===== src/rtl/mc_controller_if.sv =====
// Control bundle between the multicycle control FSM and its datapath.
// Latency: none, plain wires; the controller decides when each strobe is valid.
// No backpressure: every strobe is consumed by the datapath in the cycle it is driven.
interface mc_controller_if;
    logic [6:0] op;
    logic [2:0] funct3;
    logic       funct7b5;
    logic [3:0] flags;         // {v, c, n, z}
    logic       pcwrite;
    logic       adrsrc;
    logic       memwrite;
    logic       irwrite;
    logic       regwrite;
    logic [1:0] resultsrc;
    logic [1:0] alusrca;
    logic [1:0] alusrcb;
    logic [2:0] immsrc;
    logic [3:0] alucontrol;
    logic       illegal;

    modport master (
        input  op, funct3, funct7b5, flags,
        output pcwrite, adrsrc, memwrite, irwrite, regwrite,
        output resultsrc, alusrca, alusrcb, immsrc, alucontrol, illegal
    );

    modport slave (
        output op, funct3, funct7b5, flags,
        input  pcwrite, adrsrc, memwrite, irwrite, regwrite,
        input  resultsrc, alusrca, alusrcb, immsrc, alucontrol, illegal
    );
endinterface


===== src/rtl/mc_controller.sv =====
// Multicycle RISC-V control FSM sequencing fetch, decode, execute, memory and writeback.
// Latency: R/I 4, load 5, store 4, branch 3, jal 4 cycles; state outputs registered, branch pcwrite and illegal combinational.
// No backpressure: the datapath must act on every strobe in the cycle it is asserted.
// Build option MC_CTRL_UNSIGNED_EN: decodes sltu and bltu/bgeu; without it funct3 011 is slt and 110/111 branches are illegal.
module mc_controller (
    input  logic            clk,
    input  logic            reset,
    mc_controller_if.master bus
);
`ifdef MC_CTRL_UNSIGNED_EN
    localparam bit UNSIGNED_EN = 1'b1;
`else
    localparam bit UNSIGNED_EN = 1'b0;
`endif

    localparam logic [6:0] OP_LOAD   = 7'b0000011;
    localparam logic [6:0] OP_STORE  = 7'b0100011;
    localparam logic [6:0] OP_RTYPE  = 7'b0110011;
    localparam logic [6:0] OP_ITYPE  = 7'b0010011;
    localparam logic [6:0] OP_BRANCH = 7'b1100011;
    localparam logic [6:0] OP_JAL    = 7'b1101111;

    localparam logic [3:0] ALU_ADD  = 4'b0000;
    localparam logic [3:0] ALU_SUB  = 4'b0001;
    localparam logic [3:0] ALU_AND  = 4'b0010;
    localparam logic [3:0] ALU_OR   = 4'b0011;
    localparam logic [3:0] ALU_XOR  = 4'b0100;
    localparam logic [3:0] ALU_SLT  = 4'b0101;
    localparam logic [3:0] ALU_SLL  = 4'b0110;
    localparam logic [3:0] ALU_SRL  = 4'b0111;
    localparam logic [3:0] ALU_SRA  = 4'b1000;
    localparam logic [3:0] ALU_SLTU = 4'b1001;

    typedef enum logic [3:0] {
        S_FETCH, S_DECODE, S_MEMADR, S_MEMREAD, S_MEMWB, S_MEMWRITE,
        S_EXECUTER, S_EXECUTEI, S_ALUWB, S_BRANCH, S_JAL
    } state_t;

    state_t     state_q, state_d;
    logic       pcwrite_q, adrsrc_q, memwrite_q, irwrite_q, regwrite_q;
    logic [1:0] resultsrc_q, alusrca_q, alusrcb_q;
    logic [3:0] alucontrol_q;
    logic [3:0] alu_exec_d;
    logic       op_known;
    logic       br_taken, br_bad;
    logic       flag_v, flag_c, flag_n, flag_z;

    assign {flag_v, flag_c, flag_n, flag_z} = bus.flags;

    // Opcodes the FSM knows how to sequence; anything else is trapped in DECODE.
    always_comb begin
        op_known = 1'b0;
        case (bus.op)
            OP_LOAD, OP_STORE, OP_RTYPE, OP_ITYPE, OP_BRANCH, OP_JAL: op_known = 1'b1;
            default: op_known = 1'b0;
        endcase
    end

    // ALU operation for the execute states, sampled while leaving DECODE.
    always_comb begin
        alu_exec_d = ALU_ADD;
        case (bus.funct3)
            3'b000: alu_exec_d = (bus.op == OP_RTYPE && bus.funct7b5) ? ALU_SUB : ALU_ADD;
            3'b001: alu_exec_d = ALU_SLL;
            3'b010: alu_exec_d = ALU_SLT;
            3'b011: alu_exec_d = UNSIGNED_EN ? ALU_SLTU : ALU_SLT;
            3'b100: alu_exec_d = ALU_XOR;
            3'b101: alu_exec_d = bus.funct7b5 ? ALU_SRA : ALU_SRL;
            3'b110: alu_exec_d = ALU_OR;
            3'b111: alu_exec_d = ALU_AND;
            default: alu_exec_d = ALU_ADD;
        endcase
    end

    // Branch condition from the live ALU flags; unsupported funct3 codes are flagged bad.
    always_comb begin
        br_taken = 1'b0;
        br_bad   = 1'b0;
        case (bus.funct3)
            3'b000: br_taken = flag_z;
            3'b001: br_taken = !flag_z;
            3'b100: br_taken = flag_n ^ flag_v;
            3'b101: br_taken = !(flag_n ^ flag_v);
            3'b110: begin br_taken = !flag_c; br_bad = !UNSIGNED_EN; end
            3'b111: begin br_taken = flag_c;  br_bad = !UNSIGNED_EN; end
            default: br_bad = 1'b1;
        endcase
    end

    // Next-state sequencing.
    always_comb begin
        state_d = S_FETCH;
        case (state_q)
            S_FETCH:  state_d = S_DECODE;
            S_DECODE: begin
                case (bus.op)
                    OP_LOAD, OP_STORE: state_d = S_MEMADR;
                    OP_RTYPE:          state_d = S_EXECUTER;
                    OP_ITYPE:          state_d = S_EXECUTEI;
                    OP_BRANCH:         state_d = S_BRANCH;
                    OP_JAL:            state_d = S_JAL;
                    default:           state_d = S_FETCH;
                endcase
            end
            S_MEMADR:   state_d = (bus.op == OP_LOAD) ? S_MEMREAD : S_MEMWRITE;
            S_MEMREAD:  state_d = S_MEMWB;
            S_EXECUTER: state_d = S_ALUWB;
            S_EXECUTEI: state_d = S_ALUWB;
            S_JAL:      state_d = S_ALUWB;
            default:    state_d = S_FETCH;
        endcase
    end

    // State register plus the outputs of the state being entered, so they are glitch-free.
    always_ff @(posedge clk or posedge reset) begin
        if (reset) begin
            state_q      <= S_FETCH;
            pcwrite_q    <= 1'b1;
            irwrite_q    <= 1'b1;
            adrsrc_q     <= 1'b0;
            memwrite_q   <= 1'b0;
            regwrite_q   <= 1'b0;
            resultsrc_q  <= 2'b10;
            alusrca_q    <= 2'b00;
            alusrcb_q    <= 2'b10;
            alucontrol_q <= ALU_ADD;
        end else begin
            state_q      <= state_d;
            pcwrite_q    <= 1'b0;
            irwrite_q    <= 1'b0;
            adrsrc_q     <= 1'b0;
            memwrite_q   <= 1'b0;
            regwrite_q   <= 1'b0;
            resultsrc_q  <= 2'b00;
            alusrca_q    <= 2'b00;
            alusrcb_q    <= 2'b00;
            alucontrol_q <= ALU_ADD;
            case (state_d)
                S_FETCH: begin
                    pcwrite_q   <= 1'b1;
                    irwrite_q   <= 1'b1;
                    resultsrc_q <= 2'b10;
                    alusrcb_q   <= 2'b10;
                end
                S_DECODE: begin
                    alusrca_q <= 2'b01;
                    alusrcb_q <= 2'b01;
                end
                S_MEMADR: begin
                    alusrca_q <= 2'b10;
                    alusrcb_q <= 2'b01;
                end
                S_MEMREAD:  adrsrc_q <= 1'b1;
                S_MEMWB: begin
                    resultsrc_q <= 2'b01;
                    regwrite_q  <= 1'b1;
                end
                S_MEMWRITE: begin
                    adrsrc_q   <= 1'b1;
                    memwrite_q <= 1'b1;
                end
                S_EXECUTER: begin
                    alusrca_q    <= 2'b10;
                    alucontrol_q <= alu_exec_d;
                end
                S_EXECUTEI: begin
                    alusrca_q    <= 2'b10;
                    alusrcb_q    <= 2'b01;
                    alucontrol_q <= alu_exec_d;
                end
                S_ALUWB:    regwrite_q <= 1'b1;
                S_BRANCH: begin
                    alusrca_q    <= 2'b10;
                    alucontrol_q <= ALU_SUB;
                end
                S_JAL: begin
                    pcwrite_q <= 1'b1;
                    alusrca_q <= 2'b01;
                    alusrcb_q <= 2'b10;
                end
                default: ;
            endcase
        end
    end

    // Immediate format follows the opcode held in the instruction register.
    always_comb begin
        bus.immsrc = 3'b000;
        case (bus.op)
            OP_STORE:  bus.immsrc = 3'b001;
            OP_BRANCH: bus.immsrc = 3'b010;
            OP_JAL:    bus.immsrc = 3'b011;
            default:   bus.immsrc = 3'b000;
        endcase
    end

    // pcwrite is held low through reset even though FETCH would otherwise request it.
    assign bus.pcwrite    = !reset && (pcwrite_q || (state_q == S_BRANCH && br_taken && !br_bad));
    assign bus.illegal    = (state_q == S_DECODE && !op_known) || (state_q == S_BRANCH && br_bad);
    assign bus.adrsrc     = adrsrc_q;
    assign bus.memwrite   = memwrite_q;
    assign bus.irwrite    = irwrite_q;
    assign bus.regwrite   = regwrite_q;
    assign bus.resultsrc  = resultsrc_q;
    assign bus.alusrca    = alusrca_q;
    assign bus.alusrcb    = alusrcb_q;
    assign bus.alucontrol = alucontrol_q;
endmodule


===== src/flat_wrapper.sv =====
// flat-port wrapper written by rule: the top's interface ports become plain ports
module mc_controller_flat 
  (clk, reset, bus_op, bus_funct3, bus_funct7b5, bus_flags, bus_pcwrite, bus_adrsrc, bus_memwrite, bus_irwrite, bus_regwrite, bus_resultsrc, bus_alusrca, bus_alusrcb, bus_immsrc, bus_alucontrol, bus_illegal);
  mc_controller_if bus_i ();
  input  logic clk;
  input  logic reset;
  input wire logic [$bits(bus_i.op)-1:0] bus_op;
  input wire logic [$bits(bus_i.funct3)-1:0] bus_funct3;
  input wire logic [$bits(bus_i.funct7b5)-1:0] bus_funct7b5;
  input wire logic [$bits(bus_i.flags)-1:0] bus_flags;
  output wire logic [$bits(bus_i.pcwrite)-1:0] bus_pcwrite;
  output wire logic [$bits(bus_i.adrsrc)-1:0] bus_adrsrc;
  output wire logic [$bits(bus_i.memwrite)-1:0] bus_memwrite;
  output wire logic [$bits(bus_i.irwrite)-1:0] bus_irwrite;
  output wire logic [$bits(bus_i.regwrite)-1:0] bus_regwrite;
  output wire logic [$bits(bus_i.resultsrc)-1:0] bus_resultsrc;
  output wire logic [$bits(bus_i.alusrca)-1:0] bus_alusrca;
  output wire logic [$bits(bus_i.alusrcb)-1:0] bus_alusrcb;
  output wire logic [$bits(bus_i.immsrc)-1:0] bus_immsrc;
  output wire logic [$bits(bus_i.alucontrol)-1:0] bus_alucontrol;
  output wire logic [$bits(bus_i.illegal)-1:0] bus_illegal;
  assign bus_i.op = bus_op;
  assign bus_i.funct3 = bus_funct3;
  assign bus_i.funct7b5 = bus_funct7b5;
  assign bus_i.flags = bus_flags;
  assign bus_pcwrite = bus_i.pcwrite;
  assign bus_adrsrc = bus_i.adrsrc;
  assign bus_memwrite = bus_i.memwrite;
  assign bus_irwrite = bus_i.irwrite;
  assign bus_regwrite = bus_i.regwrite;
  assign bus_resultsrc = bus_i.resultsrc;
  assign bus_alusrca = bus_i.alusrca;
  assign bus_alusrcb = bus_i.alusrcb;
  assign bus_immsrc = bus_i.immsrc;
  assign bus_alucontrol = bus_i.alucontrol;
  assign bus_illegal = bus_i.illegal;
  mc_controller u_core (.clk(clk), .reset(reset), .bus(bus_i));
endmodule

===== config.mk =====
export PLATFORM = sky130hd
export DESIGN_NAME = mc_controller_flat
export DESIGN_NICKNAME = d
export VERILOG_FILES = /design/src/rtl/mc_controller_if.sv /design/src/rtl/mc_controller.sv /design/src/flat_wrapper.sv
export SDC_FILE = /design/constraint.sdc
export NUM_CORES = 1
export LEC_CHECK = 0
export CORE_MARGIN = 3
export CORE_UTILIZATION = 44
export CTS_CLUSTER_DIAMETER = 30
export CTS_CLUSTER_SIZE = 14
export DETAILED_ROUTE_END_ITERATION = 7
export GPL_TIMING_DRIVEN = 0
export PLACE_DENSITY = 0.78
export SLEW_MARGIN = 20
export SYNTH_ARGS = -nofsm -noshare
export SYNTH_HDL_FRONTEND = slang
export SYNTH_SLANG_ARGS = --single-unit

===== constraint.sdc =====
create_clock -name clk -period 2.19 [get_ports clk]
set_input_delay 0.219 -clock clk [delete_from_list [all_inputs] [get_ports clk]]
set_output_delay 0.219 -clock clk [all_outputs]
set_load 0.005 [all_outputs]

==> report_table.html, run 1 <==
<table>
<tr><th>Metric</th><th>Value</th></tr>
<tr><th colspan="2">Clock network</th></tr>
<tr><td>Clock root buffer</td><td>sky130_fd_sc_hd__clkbuf_4</td></tr>
<tr><td>Clk sink count</td><td>18</td></tr>
<tr><td>Clk_lat worst skew</td><td>290 ps</td></tr>
<tr><td>Number of H-tree branching levels</td><td>1</td></tr>
<tr><td>Buffers from clock root to sink, at most</td><td>2</td></tr>
<tr><td>Number of CTS-inserted buffers</td><td>3</td></tr>
<tr><td>Clock-pin slew on the worst setup and hold paths</td><td>100 ps</td></tr>
<tr><td>Clock tree from TritonCTS</td><td>yes</td></tr>
<tr><th colspan="2">GRT</th></tr>
<tr><td>Wire length of the first global-routing pass</td><td>3.61 mm</td></tr>
<tr><td>Largest net degree at the start of global routing</td><td>19</td></tr>
<tr><td>Total grt overflow</td><td>0</td></tr>
<tr><td>Number of global-route vias before repair</td><td>896</td></tr>
<tr><td>Global routing usage summed across all routing layers</td><td>16.8%</td></tr>
<tr><td>Number of antenna violations at the first check in global routing</td><td>0</td></tr>
<tr><th colspan="2">Placed design</th></tr>
<tr><td>Post-DP HPWL</td><td>1.72 mm</td></tr>
<tr><td>GP Congestion</td><td>0.912</td></tr>
<tr><td>Number of buffers inserted by port buffering</td><td>33</td></tr>
<tr><td>Area after DPL</td><td>1400 um2</td></tr>
<tr><th colspan="2">STA</th></tr>
<tr><td>Unrepaired setup endpoints after global routing</td><td>no</td></tr>
<tr><td>Achievable clock frequency</td><td>479 MHz</td></tr>
<tr><td>Worst clock skew on the final layout</td><td>3.28 ps</td></tr>
<tr><td>Final number of hold-violating endpoints</td><td>0</td></tr>
<tr><td>Headroom to the max-slew limit</td><td>55.7%</td></tr>
<tr><td>Tcrit/Tclk final</td><td>95.3%</td></tr>
<tr><td>Total setup violations reported at the end of the flow</td><td>0</td></tr>
<tr><td>Fin. max-slew vios</td><td>0</td></tr>
<tr><td>Post-route minimum period</td><td>2090 ps</td></tr>
<tr><td>Final-layout worst hold slack</td><td>309 ps</td></tr>
<tr><td>Tightest Pin Transition</td><td>664 ps</td></tr>
<tr><th colspan="2">Drt</th></tr>
<tr><td>Drt wl/cell</td><td>13.3 um</td></tr>
<tr><td>Residual antenna-violating net count after detailed routing</td><td>0</td></tr>
<tr><td>DRC violation total after the first TritonRoute iteration</td><td>29</td></tr>
<tr><td>Via-to-Cell Ratio</td><td>5.34</td></tr>
<tr><td>Routed vias</td><td>913</td></tr>
<tr><td>Wire length reported by the detailed router</td><td>2.28 mm</td></tr>
<tr><td>DR DRC count</td><td>0</td></tr>
<tr><td>Total iterations of the first detailed-routing run</td><td>4</td></tr>
<tr><th colspan="2">Die</th></tr>
<tr><td>Die extent in y</td><td>54.4 um</td></tr>
<tr><td>Number of cell rows</td><td>16</td></tr>
<tr><td>Initial core utilization</td><td>49.6%</td></tr>
<tr><td>Die ar.</td><td>2960 um2</td></tr>
<tr><td>Top Ports</td><td>36</td></tr>
<tr><td>Die boundary width</td><td>54.4 um</td></tr>
<tr><td>Area of the core region</td><td>2080 um2</td></tr>
<tr><th colspan="2">Logic synthesis</th></tr>
<tr><td>Synth Register Bits</td><td>18</td></tr>
<tr><td>Sequential area share after synthesis</td><td>44.0%</td></tr>
<tr><td>Async set-or-reset flop fraction in the synthesized netlist</td><td>100%</td></tr>
<tr><td>Synth Net Count</td><td>123</td></tr>
<tr><td>Mapped Area</td><td>1030 um2</td></tr>
<tr><td>Yosys Warn Count</td><td>0</td></tr>
<tr><td>Number of synthesized flops with an enable pin</td><td>0</td></tr>
<tr><td>Most instantiated flip-flop cell in the synthesis netlist</td><td>sky130_fd_sc_hd__dfrtp_1</td></tr>
<tr><td>Post-Synthesis Mean Instance Area</td><td>9.74 um2</td></tr>
<tr><td>Number of distinct library cell variants in the gate-level netlist after synthesis</td><td>42</td></tr>
<tr><td>Cell count after synthesis</td><td>106</td></tr>
<tr><th colspan="2">Setup path</th></tr>
<tr><td>Worst Path Buf+Inv</td><td>2</td></tr>
<tr><td>Required time of the critical path</td><td>1970 ps</td></tr>
<tr><td>Peak per-stage delay on the critical path</td><td>550 ps</td></tr>
<tr><td>Dominant delay contributor by cell family on the critical path</td><td>buffers and inverters</td></tr>
<tr><td>Maximum fanout encountered on the critical timing path</td><td>7</td></tr>
<tr><td>CP endpoint kind</td><td>output pin</td></tr>
<tr><td>List of cells traversed by the critical path</td><td>clkdlybuf4s50_1, nand4b_1, nor2_1, and2_1, clkdlybuf4s50_1</td></tr>
<tr><td>Slowest stage cell, crit path</td><td>sky130_fd_sc_hd__clkdlybuf4s50_1</td></tr>
<tr><td>Kind of start point of the critical path</td><td>input pin</td></tr>
<tr><td>Signal arrival time at the worst endpoint</td><td>1870 ps</td></tr>
<tr><td>Cell repeated most along the worst path</td><td>sky130_fd_sc_hd__clkdlybuf4s50_1</td></tr>
<tr><td>Path type of the worst setup path</td><td>in -&gt; out</td></tr>
<tr><th colspan="2">Power and ir drop</th></tr>
<tr><td>Worst vdd ir</td><td>685 uV</td></tr>
<tr><td>Static power due to leakage</td><td>0.000672 uW</td></tr>
<tr><td>P per Cell Area</td><td>715 nW/um2</td></tr>
<tr><th colspan="2">Cells and area</th></tr>
<tr><td>Fraction of final layout cells with drive strength greater than 1</td><td>16.7%</td></tr>
<tr><td>Layout Cell Area excl Fill</td><td>1450 um2</td></tr>
<tr><td>Number of antenna diodes</td><td>0</td></tr>
<tr><td>Net total in the final layout</td><td>162</td></tr>
<tr><td>P&amp;R area growth vs syn</td><td>40.7%</td></tr>
<tr><th colspan="2">Min path</th></tr>
<tr><td>Worst hold path class</td><td>in -&gt; reg</td></tr>
<tr><th colspan="2">Flow run</th></tr>
<tr><td>Count of maximum capacitance violations</td><td>0</td></tr>
<tr><th colspan="2">Status</th></tr>
<tr><td>Result of the run</td><td>finished, final reports clean</td></tr>
</table>
==> report_power, final <==
part           leakage (uW)  switching, uW  internal, uW
logic              0.000427            181           257
registers          0.000231           20.9           410
clock network     0.0000150           98.8          70.8
==> layout by cell type, fill, tap and decap left out, drive strengths merged, types with 2 or more instances in the layout <==
cell type / Yosys / layout
a21oi: 6 / 6
a31oi: 3 / 3
and2: 2 / 2
and3: 2 / 2
buf: 4 / 5
clkbuf: 0 / 4
clkdlybuf4s50: 0 / 31
dfrtp: 15 / 15
dfstp: 3 / 3
dlymetal6s2s: 0 / 2
inv: 8 / 8
nand2: 10 / 10
nand2b: 4 / 4
nand3: 2 / 2
nor2: 9 / 9
nor3: 6 / 6
nor3b: 2 / 2
nor4b: 2 / 2
nor4bb: 2 / 2
o21ai: 3 / 3
o22ai: 4 / 4
xor2: 2 / 2
==> registers in the layout, summed over array words and instances, names as in the netlist <==
signal,flops
u_core.bus.resultsrc,1
u_core.bus.alusrca,2
u_core.bus.adrsrc,1
u_core.state_q,4
u_core.bus.alucontrol,4
u_core.pcwrite_q,1
u_core.bus.memwrite,1
u_core.bus.alusrcb,2
u_core.bus.irwrite,1
u_core.bus.regwrite,1
==> metrics by stage <==
step | power (uW) | cells | util, % | setup slack [ps] | setup TNS [ps]
final | 1040 | 171 | 69.8 | 103 | 0
after global routing | 1110 | 171 | 69.8 | 5.88 | 0
after CTS | 1050 | 170 | 69.1 | 37.3 | 0
after detailed placement | 872 | 166 | 67.1 | -68.5 | -78.8
after global placement | 868 | 166 | 67.1 | -31.9 | -31.9
after floorplan | 663 | 106 | - | 414 | 0
==> cell type report <==
class,instances,area [um2]
multi-input cells,76,529
fillers,163,629
inverters,8,30.0
flip-flops and latches,18,457
repair buffers,34,343
clock buffers,4,26.3
plain buffers,4,33.8
well taps,27,33.8
==> metal layers <==
layer | part of all wire, % | GRT usage (%) | wire length [um]
met5 | 0 | 0 | 0
met2 | 53 | 30.9 | 1200
met4 | 0.35 | 4.15 | 8
met3 | 8.3 | 5.18 | 188
met1 | 39 | 18.7 | 886
==> synthesized netlist by cell type, drive strengths merged (2+ instances only) <==
master	count	area, um2
dfrtp	15	375
nor4bb	2	20.0
buf	4	33.8
o22ai	4	25.0
nand2b	4	32.5
nand3	2	10.0
inv	8	30.0
and3	2	12.5
xor2	2	17.5
and2	2	12.5
nor3	6	30.0
nor3b	2	15.0
a31oi	3	18.8
nor4b	2	38.8
nand2	10	37.5
o21ai	3	15.0
dfstp	3	78.8
a21oi	6	30.0
nor2	9	36.3
==> repair_timing <==
item | in CTS | in global routing
resized for setup | 2 | 4
setup buffers | 0 | 2
hold buffers | 0 | 0
endpoints found under the setup margin | 2 | 2
pin swaps | 0 | 2
==> worst reg2reg max path: stages, from the launching register on <==
cell and delay [ps]:
sky130_fd_sc_hd__dfrtp_1 380, sky130_fd_sc_hd__buf_6 140, sky130_fd_sc_hd__or4b_4 550, sky130_fd_sc_hd__nor2_2 110
sky130_fd_sc_hd__a22oi_2 130, sky130_fd_sc_hd__or3b_4 440, sky130_fd_sc_hd__nand2b_1 80
==> kinds of logic after synthesis <==
group	count (synthesis)	synth area share, %
other	1	0.363
xor gates and xnor gates	3	2.55
DFF	18	44.0
buffers and inverters	12	6.18
AOI/OAI and AO/OA	23	15.5
and+or+nand+nor	49	31.4
==> path summary, 6_finish.rpt <==
path,cells past startpoint,to,start,slack [ps]
hold reg to reg,2,u_core.bus.resultsrc[0]$_DFF_PP0_,u_core.state_q[0]$_DFF_PP0_,660
setup reg to reg,6,u_core.pcwrite_q$_DFF_PP1_,u_core.state_q[0]$_DFF_PP0_,310
min in group asynchronous,2,u_core.bus.alucontrol[2]$_DFF_PP0_,reset,360
max in group asynchronous,2,u_core.state_q[3]$_DFF_PP0_,reset,1360
hold / removal,2,u_core.bus.alucontrol[2]$_DFF_PP0_,bus_funct3[2],310
setup / recovery,5,bus_immsrc[1],bus_op[4],100
Power figures use the tool's default switching activity.
==> inputs of run 2 (changes only) <==
--- a/config.mk
+++ b/config.mk
@@ -6,12 +6,13 @@
 export NUM_CORES = 1
 export LEC_CHECK = 0
 export CORE_MARGIN = 3
-export CORE_UTILIZATION = 44
+export CORE_UTILIZATION = 46
+export CTS_BUF_LIST = sky130_fd_sc_hd__clkbuf_8
 export CTS_CLUSTER_DIAMETER = 30
 export CTS_CLUSTER_SIZE = 14
 export DETAILED_ROUTE_END_ITERATION = 7
 export GPL_TIMING_DRIVEN = 0
-export PLACE_DENSITY = 0.78
+export PLACE_DENSITY = 0.81
 export SLEW_MARGIN = 20
 export SYNTH_ARGS = -nofsm -noshare
 export SYNTH_HDL_FRONTEND = slang
==> report_table.html, run 2 (synthesis gave the netlist of run 1 again) <==
<table>
<tr><th>Metric</th><th>Value</th></tr>
<tr><th colspan="2">Placed design</th></tr>
<tr><td>Number of instances in the placed design</td><td>166 (unchanged)</td></tr>
<tr><td>GP Congestion</td><td>0.819 (-10%)</td></tr>
<tr><td>Number of buffers inserted by port buffering</td><td>33 (unchanged)</td></tr>
<tr><td>Pre-CTS worst setup slack</td><td>-98.7 ps (-30.2 ps)</td></tr>
<tr><td>Post-DP HPWL</td><td>1.70 mm (-0.94%)</td></tr>
<tr><th colspan="2">STA</th></tr>
<tr><td>Setup_tns</td><td>0 ps (unchanged)</td></tr>
<tr><td>Tightest Pin Transition</td><td>645 ps (-19.1 ps)</td></tr>
<tr><td>Headroom to the max-slew limit</td><td>56.4% (+0.76 points)</td></tr>
<tr><td>Final number of hold-violating endpoints</td><td>0 (unchanged)</td></tr>
<tr><td>Fin. max-slew vios</td><td>0 (unchanged)</td></tr>
<tr><td>Achievable clock frequency</td><td>473 MHz (-1.2%)</td></tr>
<tr><td>Unrepaired setup endpoints after global routing</td><td>no</td></tr>
<tr><td>Worst path setup slack after routing</td><td>76.9 ps (-26.0 ps)</td></tr>
<tr><td>Worst clock skew on the final layout</td><td>1.21 ps (-2.07 ps)</td></tr>
<tr><td>Total setup violations reported at the end of the flow</td><td>0 (unchanged)</td></tr>
<tr><td>Tcrit/Tclk final</td><td>96.5% (+1.2 points)</td></tr>
<tr><td>Post-route minimum period</td><td>2110 ps (+26.0 ps)</td></tr>
<tr><th colspan="2">Die</th></tr>
<tr><td>Initial core utilization</td><td>50.6% (+0.97 points)</td></tr>
<tr><td>Die boundary width</td><td>53.4 um (-2.0%)</td></tr>
<tr><td>Top Ports</td><td>36 (unchanged)</td></tr>
<tr><td>Die extent in y</td><td>53.4 um (-2.0%)</td></tr>
<tr><td>Number of cell rows</td><td>16 (unchanged)</td></tr>
<tr><td>Area of the core region</td><td>2040 um2 (-1.9%)</td></tr>
<tr><td>Die ar.</td><td>2850 um2 (-3.9%)</td></tr>
<tr><th colspan="2">Setup path</th></tr>
<tr><td>Worst reg-to-reg setup slack</td><td>300 ps (about the same)</td></tr>
<tr><td>Reg-to-Reg Start</td><td>u_core.state_q[2]$_DFF_PP0_</td></tr>
<tr><td>Cell repeated most along the worst path</td><td>sky130_fd_sc_hd__clkdlybuf4s50_1</td></tr>
<tr><td>Slowest stage cell, crit path</td><td>sky130_fd_sc_hd__clkdlybuf4s50_1</td></tr>
<tr><td>Critical R2R Capture</td><td>u_core.pcwrite_q$_DFF_PP1_</td></tr>
<tr><td>Maximum fanout encountered on the critical timing path</td><td>7 (unchanged)</td></tr>
<tr><td>Worst Path Buf+Inv</td><td>2 (unchanged)</td></tr>
<tr><td>Kind of start point of the critical path</td><td>input pin</td></tr>
<tr><td>CP endpoint kind</td><td>output pin</td></tr>
<tr><td>Peak per-stage delay on the critical path</td><td>550 ps (about the same)</td></tr>
<tr><td>List of cells traversed by the critical path</td><td>clkdlybuf4s50_1, nand4b_1, nor2_1, and2_1, clkdlybuf4s50_1</td></tr>
<tr><td>R2R depth</td><td>5 (-1)</td></tr>
<tr><td>Path type of the worst setup path</td><td>in -&gt; out</td></tr>
<tr><td>Dominant delay contributor by cell family on the critical path</td><td>buffers and inverters</td></tr>
<tr><td>Required time of the critical path</td><td>1970 ps (about the same)</td></tr>
<tr><td>Signal arrival time at the worst endpoint</td><td>1890 ps (+20 ps)</td></tr>
<tr><th colspan="2">Drt</th></tr>
<tr><td>Drt wl/cell</td><td>13.0 um (-2.5%)</td></tr>
<tr><td>Total iterations of the first detailed-routing run</td><td>4 (unchanged)</td></tr>
<tr><td>Residual antenna-violating net count after detailed routing</td><td>0 (unchanged)</td></tr>
<tr><td>Routed vias</td><td>914 (+0.11%)</td></tr>
<tr><td>DR DRC count</td><td>0 (unchanged)</td></tr>
<tr><td>DRC violation total after the first TritonRoute iteration</td><td>16 (-45%)</td></tr>
<tr><td>Via-to-Cell Ratio</td><td>5.38 (+0.70%)</td></tr>
<tr><td>Wire length reported by the detailed router</td><td>2.21 mm (-3.1%)</td></tr>
<tr><th colspan="2">GRT</th></tr>
<tr><td>Global routing usage summed across all routing layers</td><td>17.3% (+0.49 points)</td></tr>
<tr><td>Wire length of the first global-routing pass</td><td>3.58 mm (-0.75%)</td></tr>
<tr><td>Number of global-route vias before repair</td><td>846 (-5.6%)</td></tr>
<tr><td>Total grt overflow</td><td>0 (unchanged)</td></tr>
<tr><td>Number of antenna violations at the first check in global routing</td><td>0 (unchanged)</td></tr>
<tr><td>Largest net degree at the start of global routing</td><td>19 (unchanged)</td></tr>
<tr><th colspan="2">Min path</th></tr>
<tr><td>Worst hold path class</td><td>in -&gt; reg</td></tr>
<tr><td>Worst hold path depth</td><td>2 (unchanged)</td></tr>
<tr><td>End point of the worst hold path</td><td>u_core.bus.alucontrol[2]$_DFF_PP0_</td></tr>
<tr><td>Startpoint of the lowest-slack hold path</td><td>bus_funct3[2]</td></tr>
<tr><th colspan="2">Clock network</th></tr>
<tr><td>Buffers from clock root to sink, at most</td><td>2 (unchanged)</td></tr>
<tr><td>Number of H-tree branching levels</td><td>1 (unchanged)</td></tr>
<tr><td>Post-CTS setup buffer count</td><td>0 (unchanged)</td></tr>
<tr><td>Clock root buffer</td><td>sky130_fd_sc_hd__clkbuf_8</td></tr>
<tr><td>Clock tree from TritonCTS</td><td>yes</td></tr>
<tr><td>Clk_lat worst skew</td><td>250 ps (-40 ps)</td></tr>
<tr><td>Clk sink count</td><td>18 (unchanged)</td></tr>
<tr><td>Clock-pin slew on the worst setup and hold paths</td><td>60 ps (-40 ps)</td></tr>
<tr><td>Number of CTS-inserted buffers</td><td>3 (unchanged)</td></tr>
<tr><td>Hold buffers post-CTS</td><td>0 (unchanged)</td></tr>
<tr><th colspan="2">Cells and area</th></tr>
<tr><td>Filler-free cell count of the finished design</td><td>170 (-0.58%)</td></tr>
<tr><td>Top library cells by usage in the layout, fill and taps aside</td><td>sky130_fd_sc_hd__clkdlybuf4s50_1, sky130_fd_sc_hd__dfrtp_1, sky130_fd_sc_hd__nand2_1</td></tr>
<tr><td>Number of antenna diodes</td><td>0 (unchanged)</td></tr>
<tr><td>Net total in the final layout</td><td>161 (-0.62%)</td></tr>
<tr><td>Leading cell type in the layout, fill and taps excluded</td><td>sky130_fd_sc_hd__clkdlybuf4s50_1</td></tr>
<tr><td>Fraction of final layout cells with drive strength greater than 1</td><td>16.1% (-0.58 points)</td></tr>
<tr><td>P&amp;R area growth vs syn</td><td>42.4%</td></tr>
<tr><th colspan="2">Flow run</th></tr>
<tr><td>Count of maximum capacitance violations</td><td>0 (unchanged)</td></tr>
<tr><th colspan="2">Status</th></tr>
<tr><td>Result of the run</td><td>finished, final reports clean</td></tr>
<tr><th colspan="2">Power and ir drop</th></tr>
<tr><td>PnR Total Power</td><td>1130 uW (+9.0%)</td></tr>
<tr><td>Static power due to leakage</td><td>0.000668 uW (-0.70%)</td></tr>
<tr><td>P per Cell Area</td><td>770 nW/um2 (+7.7%)</td></tr>
<tr><td>Worst vdd ir</td><td>454 uV (-34%)</td></tr>
</table>
==> run 2: what timing repair did <==
item	in CTS	in global routing
cloned	0	0
pin swaps	0	1
resized for setup	1	3
endpoints found under the setup margin	1	1
==> run 2: area by class of cell <==
| type | count | area [um2] |
|---|---|---|
| buffer | 4 | 33.8 |
| inverter | 8 | 30.0 |
| fill | 164 | 572 |
| multi-input combinational | 76 | 529 |
| timing repair buffer | 33 | 333 |
| tap | 27 | 33.8 |
| clock buffer | 4 | 55.1 |
| sequential | 18 | 455 |
==> run 2: metrics by stage <==
stage / area [um2] / hold slack (ps) / utilization [%]
6_report: 1470 / 346 / 72.0
5_1_grt: 1470 / 388 / 72.0
4_1_cts: 1460 / 423 / 71.4
3_5_place_dp: 1400 / 640 / 68.4
3_3_place_gp: 1400 / 624 / 68.4
2_1_floorplan: 1030 / 155 / -
==> run 2: worst max-delay path by stage <==
stage	start	endpoint	slack, ps	cells past startpoint
after floorplan	u_core.state_q[0]$_DFF_PP0_	u_core.bus.alusrcb[1]$_DFF_PP1_	410	6
after global routing	u_core.state_q[1]$_DFF_PP0_	bus_pcwrite	0.9	5
after detailed placement	bus_op[6]	u_core.bus.alusrcb[0]$_DFF_PP0_	-100	7
after global placement	bus_op[6]	u_core.bus.alusrcb[0]$_DFF_PP0_	-60	7
after CTS	u_core.state_q[1]$_DFF_PP0_	bus_pcwrite	60	5
final	bus_op[4]	bus_immsrc[1]	80	5
==> run 2: per-layer routing <==
layer / share of wire, % / up-vias / track usage, %
met5: 0 / - / 0
met4: 2.4 / 0 / 11.9
met3: 4.0 / 8 / 1.13
met2: 51 / 34 / 28.4
met1: 43 / 414 / 21.4
li1: - / 458 / -
==> run 2: report_power, final <==
part	total, uW	switching (uW)	internal, uW	leakage [uW]
Clock	264	104	160	0.0000288
Combinational	437	179	258	0.000407
Sequential	432	21.3	411	0.000232
Total	1130	304	829	0.000668
==> inputs of run 3 (changes only) <==
--- a/config.mk
+++ b/config.mk
@@ -5,6 +5,7 @@
 export SDC_FILE = /design/constraint.sdc
 export NUM_CORES = 1
 export LEC_CHECK = 0
+export CAP_MARGIN = 20
 export CORE_MARGIN = 3
 export CORE_UTILIZATION = 46
 export CTS_BUF_LIST = sky130_fd_sc_hd__clkbuf_8
@@ -12,7 +13,7 @@
 export CTS_CLUSTER_SIZE = 14
 export DETAILED_ROUTE_END_ITERATION = 7
 export GPL_TIMING_DRIVEN = 0
-export PLACE_DENSITY = 0.81
+export PLACE_DENSITY_LB_ADDON = 0.15
 export SLEW_MARGIN = 20
 export SYNTH_ARGS = -nofsm -noshare
 export SYNTH_HDL_FRONTEND = slang
==> report_table.html, run 3 (synthesis gave the netlist of run 1 again) <==
<table>
<tr><th>Metric</th><th>Value</th></tr>
<tr><th colspan="2">Status</th></tr>
<tr><td>Result of the run</td><td>finished, final reports clean</td></tr>
<tr><th colspan="2">Drt</th></tr>
<tr><td>Via-to-Cell Ratio</td><td>5.27 (-1.9%)</td></tr>
<tr><td>Drt wl/cell</td><td>12.2 um (-5.9%)</td></tr>
<tr><td>Residual antenna-violating net count after detailed routing</td><td>0 (unchanged)</td></tr>
<tr><td>Total iterations of the first detailed-routing run</td><td>4 (unchanged)</td></tr>
<tr><td>Routed vias</td><td>902 (-1.3%)</td></tr>
<tr><td>DRC violation total after the first TritonRoute iteration</td><td>22 (+6)</td></tr>
<tr><td>DR DRC count</td><td>0 (unchanged)</td></tr>
<tr><td>Wire length reported by the detailed router</td><td>2.09 mm (-5.3%)</td></tr>
<tr><th colspan="2">Power and ir drop</th></tr>
<tr><td>Worst vdd ir</td><td>484 uV (+6.5%)</td></tr>
<tr><td>Int Pwr</td><td>829 uW (about the same)</td></tr>
<tr><td>Relative contribution of sequential cells to total power</td><td>38.5% (+0.3 points)</td></tr>
<tr><td>Static power due to leakage</td><td>0.000690 uW (+3.4%)</td></tr>
<tr><td>P per Cell Area</td><td>759 nW/um2 (-1.5%)</td></tr>
<tr><td>Clock network power share</td><td>22.9% (-0.4 points)</td></tr>
<tr><td>Combinational share of power</td><td>38.6% (about the same)</td></tr>
<tr><td>Net switching component of the power</td><td>297 uW (-2.3%)</td></tr>
<tr><td>Switching power share of the total</td><td>26.4% (-0.45 points)</td></tr>
<tr><th colspan="2">Placed design</th></tr>
<tr><td>Number of buffers inserted by port buffering</td><td>33 (unchanged)</td></tr>
<tr><td>Pre-CTS worst setup slack</td><td>-75.2 ps (+23.5 ps)</td></tr>
<tr><td>GP Congestion</td><td>0.849 (+3.6%)</td></tr>
<tr><td>Number of instances in the placed design</td><td>166 (unchanged)</td></tr>
<tr><td>Post-DP HPWL</td><td>1.63 mm (-4.4%)</td></tr>
<tr><td>Area after DPL</td><td>1400 um2 (unchanged)</td></tr>
<tr><th colspan="2">GRT</th></tr>
<tr><td>Largest net degree at the start of global routing</td><td>19 (unchanged)</td></tr>
<tr><td>Global routing usage summed across all routing layers</td><td>17.2% (-0.098 points)</td></tr>
<tr><td>Number of global-route vias before repair</td><td>857 (+1.3%)</td></tr>
<tr><td>Fraction of met3 tracks used by global routing</td><td>3.10% (+2.0 points)</td></tr>
<tr><td>Met2 Resource Use GR</td><td>29.6% (+1.2 points)</td></tr>
<tr><td>Global routing met1 resource utilization</td><td>21.7% (+0.25 points)</td></tr>
<tr><td>Total grt overflow</td><td>0 (unchanged)</td></tr>
<tr><td>Layer with the highest usage after global routing</td><td>met2</td></tr>
<tr><td>Number of antenna violations at the first check in global routing</td><td>0 (unchanged)</td></tr>
<tr><td>Wire length of the first global-routing pass</td><td>3.64 mm (+1.5%)</td></tr>
<tr><th colspan="2">Clock network</th></tr>
<tr><td>Buffers from clock root to sink, at most</td><td>2 (unchanged)</td></tr>
<tr><td>Number of H-tree branching levels</td><td>1 (unchanged)</td></tr>
<tr><td>Clock-pin slew on the worst setup and hold paths</td><td>60 ps (about the same)</td></tr>
<tr><td>Clk sink count</td><td>18 (unchanged)</td></tr>
<tr><td>Number of CTS-inserted buffers</td><td>3 (unchanged)</td></tr>
<tr><td>Clock tree from TritonCTS</td><td>yes</td></tr>
<tr><td>Clk_lat worst skew</td><td>240 ps (about the same)</td></tr>
<tr><td>Clock root buffer</td><td>sky130_fd_sc_hd__clkbuf_8</td></tr>
<tr><th colspan="2">Die</th></tr>
<tr><td>Area of the core region</td><td>2040 um2 (unchanged)</td></tr>
<tr><td>Die ar.</td><td>2850 um2 (unchanged)</td></tr>
<tr><td>Initial core utilization</td><td>50.6% (unchanged)</td></tr>
<tr><td>Die extent in y</td><td>53.4 um (unchanged)</td></tr>
<tr><td>Top Ports</td><td>36 (unchanged)</td></tr>
<tr><td>Number of cell rows</td><td>16 (unchanged)</td></tr>
<tr><td>Die boundary width</td><td>53.4 um (unchanged)</td></tr>
<tr><th colspan="2">Setup path</th></tr>
<tr><td>Capture point of the worst path</td><td>bus_immsrc[1]</td></tr>
<tr><td>Critical R2R Capture</td><td>u_core.pcwrite_q$_DFF_PP1_</td></tr>
<tr><td>CP endpoint kind</td><td>output pin</td></tr>
<tr><td>Worst reg-to-reg setup slack</td><td>290 ps (about the same)</td></tr>
<tr><td>Slowest stage cell, crit path</td><td>sky130_fd_sc_hd__clkdlybuf4s50_1</td></tr>
<tr><td>Required time of the critical path</td><td>1970 ps (about the same)</td></tr>
<tr><td>Maximum fanout encountered on the critical timing path</td><td>7 (unchanged)</td></tr>
<tr><td>Path type of the worst setup path</td><td>in -&gt; out</td></tr>
<tr><td>List of cells traversed by the critical path</td><td>clkdlybuf4s50_1, nand4b_1, nor2_1, and2_1, clkdlybuf4s50_1</td></tr>
<tr><td>Timing startpoint of the critical path</td><td>bus_op[4]</td></tr>
<tr><td>R2R depth</td><td>5 (unchanged)</td></tr>
<tr><td>Signal arrival time at the worst endpoint</td><td>1890 ps (about the same)</td></tr>
<tr><td>Reg-to-Reg Start</td><td>u_core.state_q[2]$_DFF_PP0_</td></tr>
<tr><td>Cell repeated most along the worst path</td><td>sky130_fd_sc_hd__clkdlybuf4s50_1</td></tr>
<tr><td>Peak per-stage delay on the critical path</td><td>550 ps (about the same)</td></tr>
<tr><td>Kind of start point of the critical path</td><td>input pin</td></tr>
<tr><th colspan="2">Cells and area</th></tr>
<tr><td>Net total in the final layout</td><td>162 (+0.62%)</td></tr>
<tr><td>Number of inserted filler cells in the final layout</td><td>169 (+3.0%)</td></tr>
<tr><td>Number of antenna diodes</td><td>0 (unchanged)</td></tr>
<tr><td>Fraction of final layout cells with drive strength greater than 1</td><td>16.7% (+0.58 points)</td></tr>
<tr><td>Top library cells by usage in the layout, fill and taps aside</td><td>sky130_fd_sc_hd__clkdlybuf4s50_1, sky130_fd_sc_hd__dfrtp_1, sky130_fd_sc_hd__nand2_1</td></tr>
<tr><td>Leading cell type in the layout, fill and taps excluded</td><td>sky130_fd_sc_hd__clkdlybuf4s50_1</td></tr>
<tr><td>P&amp;R area growth vs syn</td><td>43.6%</td></tr>
<tr><td>Filler-free cell count of the finished design</td><td>171 (+0.59%)</td></tr>
<tr><td>Layout Cell Area excl Fill</td><td>1480 um2 (+0.85%)</td></tr>
<tr><th colspan="2">STA</th></tr>
<tr><td>Fin. max-slew vios</td><td>0 (unchanged)</td></tr>
<tr><td>Tightest Pin Transition</td><td>646 ps (+0.953 ps)</td></tr>
<tr><td>Setup_tns</td><td>0 ps (unchanged)</td></tr>
<tr><td>Tcrit/Tclk final</td><td>96.5% (about the same)</td></tr>
<tr><td>Post-route minimum period</td><td>2110 ps (+0.449 ps)</td></tr>
<tr><td>Final number of hold-violating endpoints</td><td>0 (unchanged)</td></tr>
<tr><td>Worst path setup slack after routing</td><td>76.5 ps (-0.449 ps)</td></tr>
<tr><td>Headroom to the max-slew limit</td><td>56.9% (+0.46 points)</td></tr>
<tr><td>Total setup violations reported at the end of the flow</td><td>0 (unchanged)</td></tr>
<tr><td>Achievable clock frequency</td><td>473 MHz (about the same)</td></tr>
<tr><td>Worst clock skew on the final layout</td><td>0.995 ps (-0.214 ps)</td></tr>
<tr><td>Unrepaired setup endpoints after global routing</td><td>no</td></tr>
<tr><th colspan="2">Flow run</th></tr>
<tr><td>Count of maximum capacitance violations</td><td>0 (unchanged)</td></tr>
<tr><th colspan="2">Min path</th></tr>
<tr><td>Worst hold path class</td><td>in -&gt; reg</td></tr>
</table>
[run 3: stage by stage]
step	util [%]	hold slack, ps	total power (uW)
2_1_floorplan	-	155	663
3_3_place_gp	68.4	626	861
3_5_place_dp	68.4	640	871
4_1_cts	71.1	441	1130
5_1_grt	72.6	385	1210
6_report	72.6	345	1130
[run 3: cell type report]
| class | instances | area [um2] | share of cell area, % |
|---|---|---|---|
| multi-input cells | 76 | 529 | 35.7 |
| flip-flops and latches | 18 | 455 | 30.7 |
| repair buffers | 34 | 345 | 23.3 |
| clock buffers | 4 | 55.1 | 3.71 |
| plain buffers | 4 | 33.8 | 2.28 |
| well taps | 27 | 33.8 | 2.28 |
| inverters | 8 | 30.0 | 2.03 |
[run 3: power by group through the flow]
| stage | combinational [uW] | clock (uW) | sequential (uW) |
|---|---|---|---|
| 6_report | 434 | 258 | 434 |
| 5_1_grt | 490 | 278 | 439 |
| 4_1_cts | 432 | 265 | 434 |
| 3_5_place_dp | 433 | 0 | 438 |
| 3_3_place_gp | 423 | 0 | 437 |
| 2_1_floorplan | 221 | 0 | 442 |
[run 3: repair_timing]
item | in CTS | in global routing
setup endpoints to repair | 0 | 3
setup buffers | 0 | 1
resized for setup | 0 | 6
hold buffers | 0 | 0
hold endpoints to repair | 0 | 0
[run 3: critical path, delay by kind of cell]
| family | cells | cell delay (ps) |
|---|---|---|
| simple gates | 3 | 640 |
| buf+inv | 2 | 1050 |
[run 3: how the worst min path moves through the flow]
stage | start | endpoint | slack (ps) | depth (start not counted)
floorplan | reset | u_core.bus.adrsrc$_DFF_PP0_ | 160 | 1
global placement | u_core.state_q[0]$_DFF_PP0_ | u_core.bus.resultsrc[0]$_DFF_PP0_ | 630 | 2
detailed placement | u_core.state_q[0]$_DFF_PP0_ | u_core.bus.resultsrc[0]$_DFF_PP0_ | 640 | 2
CTS | reset | u_core.bus.memwrite$_DFF_PP0_ | 440 | 2
global route | bus_funct3[2] | u_core.bus.alucontrol[2]$_DFF_PP0_ | 390 | 2
finish | bus_funct3[2] | u_core.bus.alucontrol[2]$_DFF_PP0_ | 350 | 2
[run 3: routing by layer]
metal  share of wire [%]  routed length, um
met5                   0                  0
met2                  48                995
met4                 1.2                 26
met1                  45                933
met3                 6.4                133
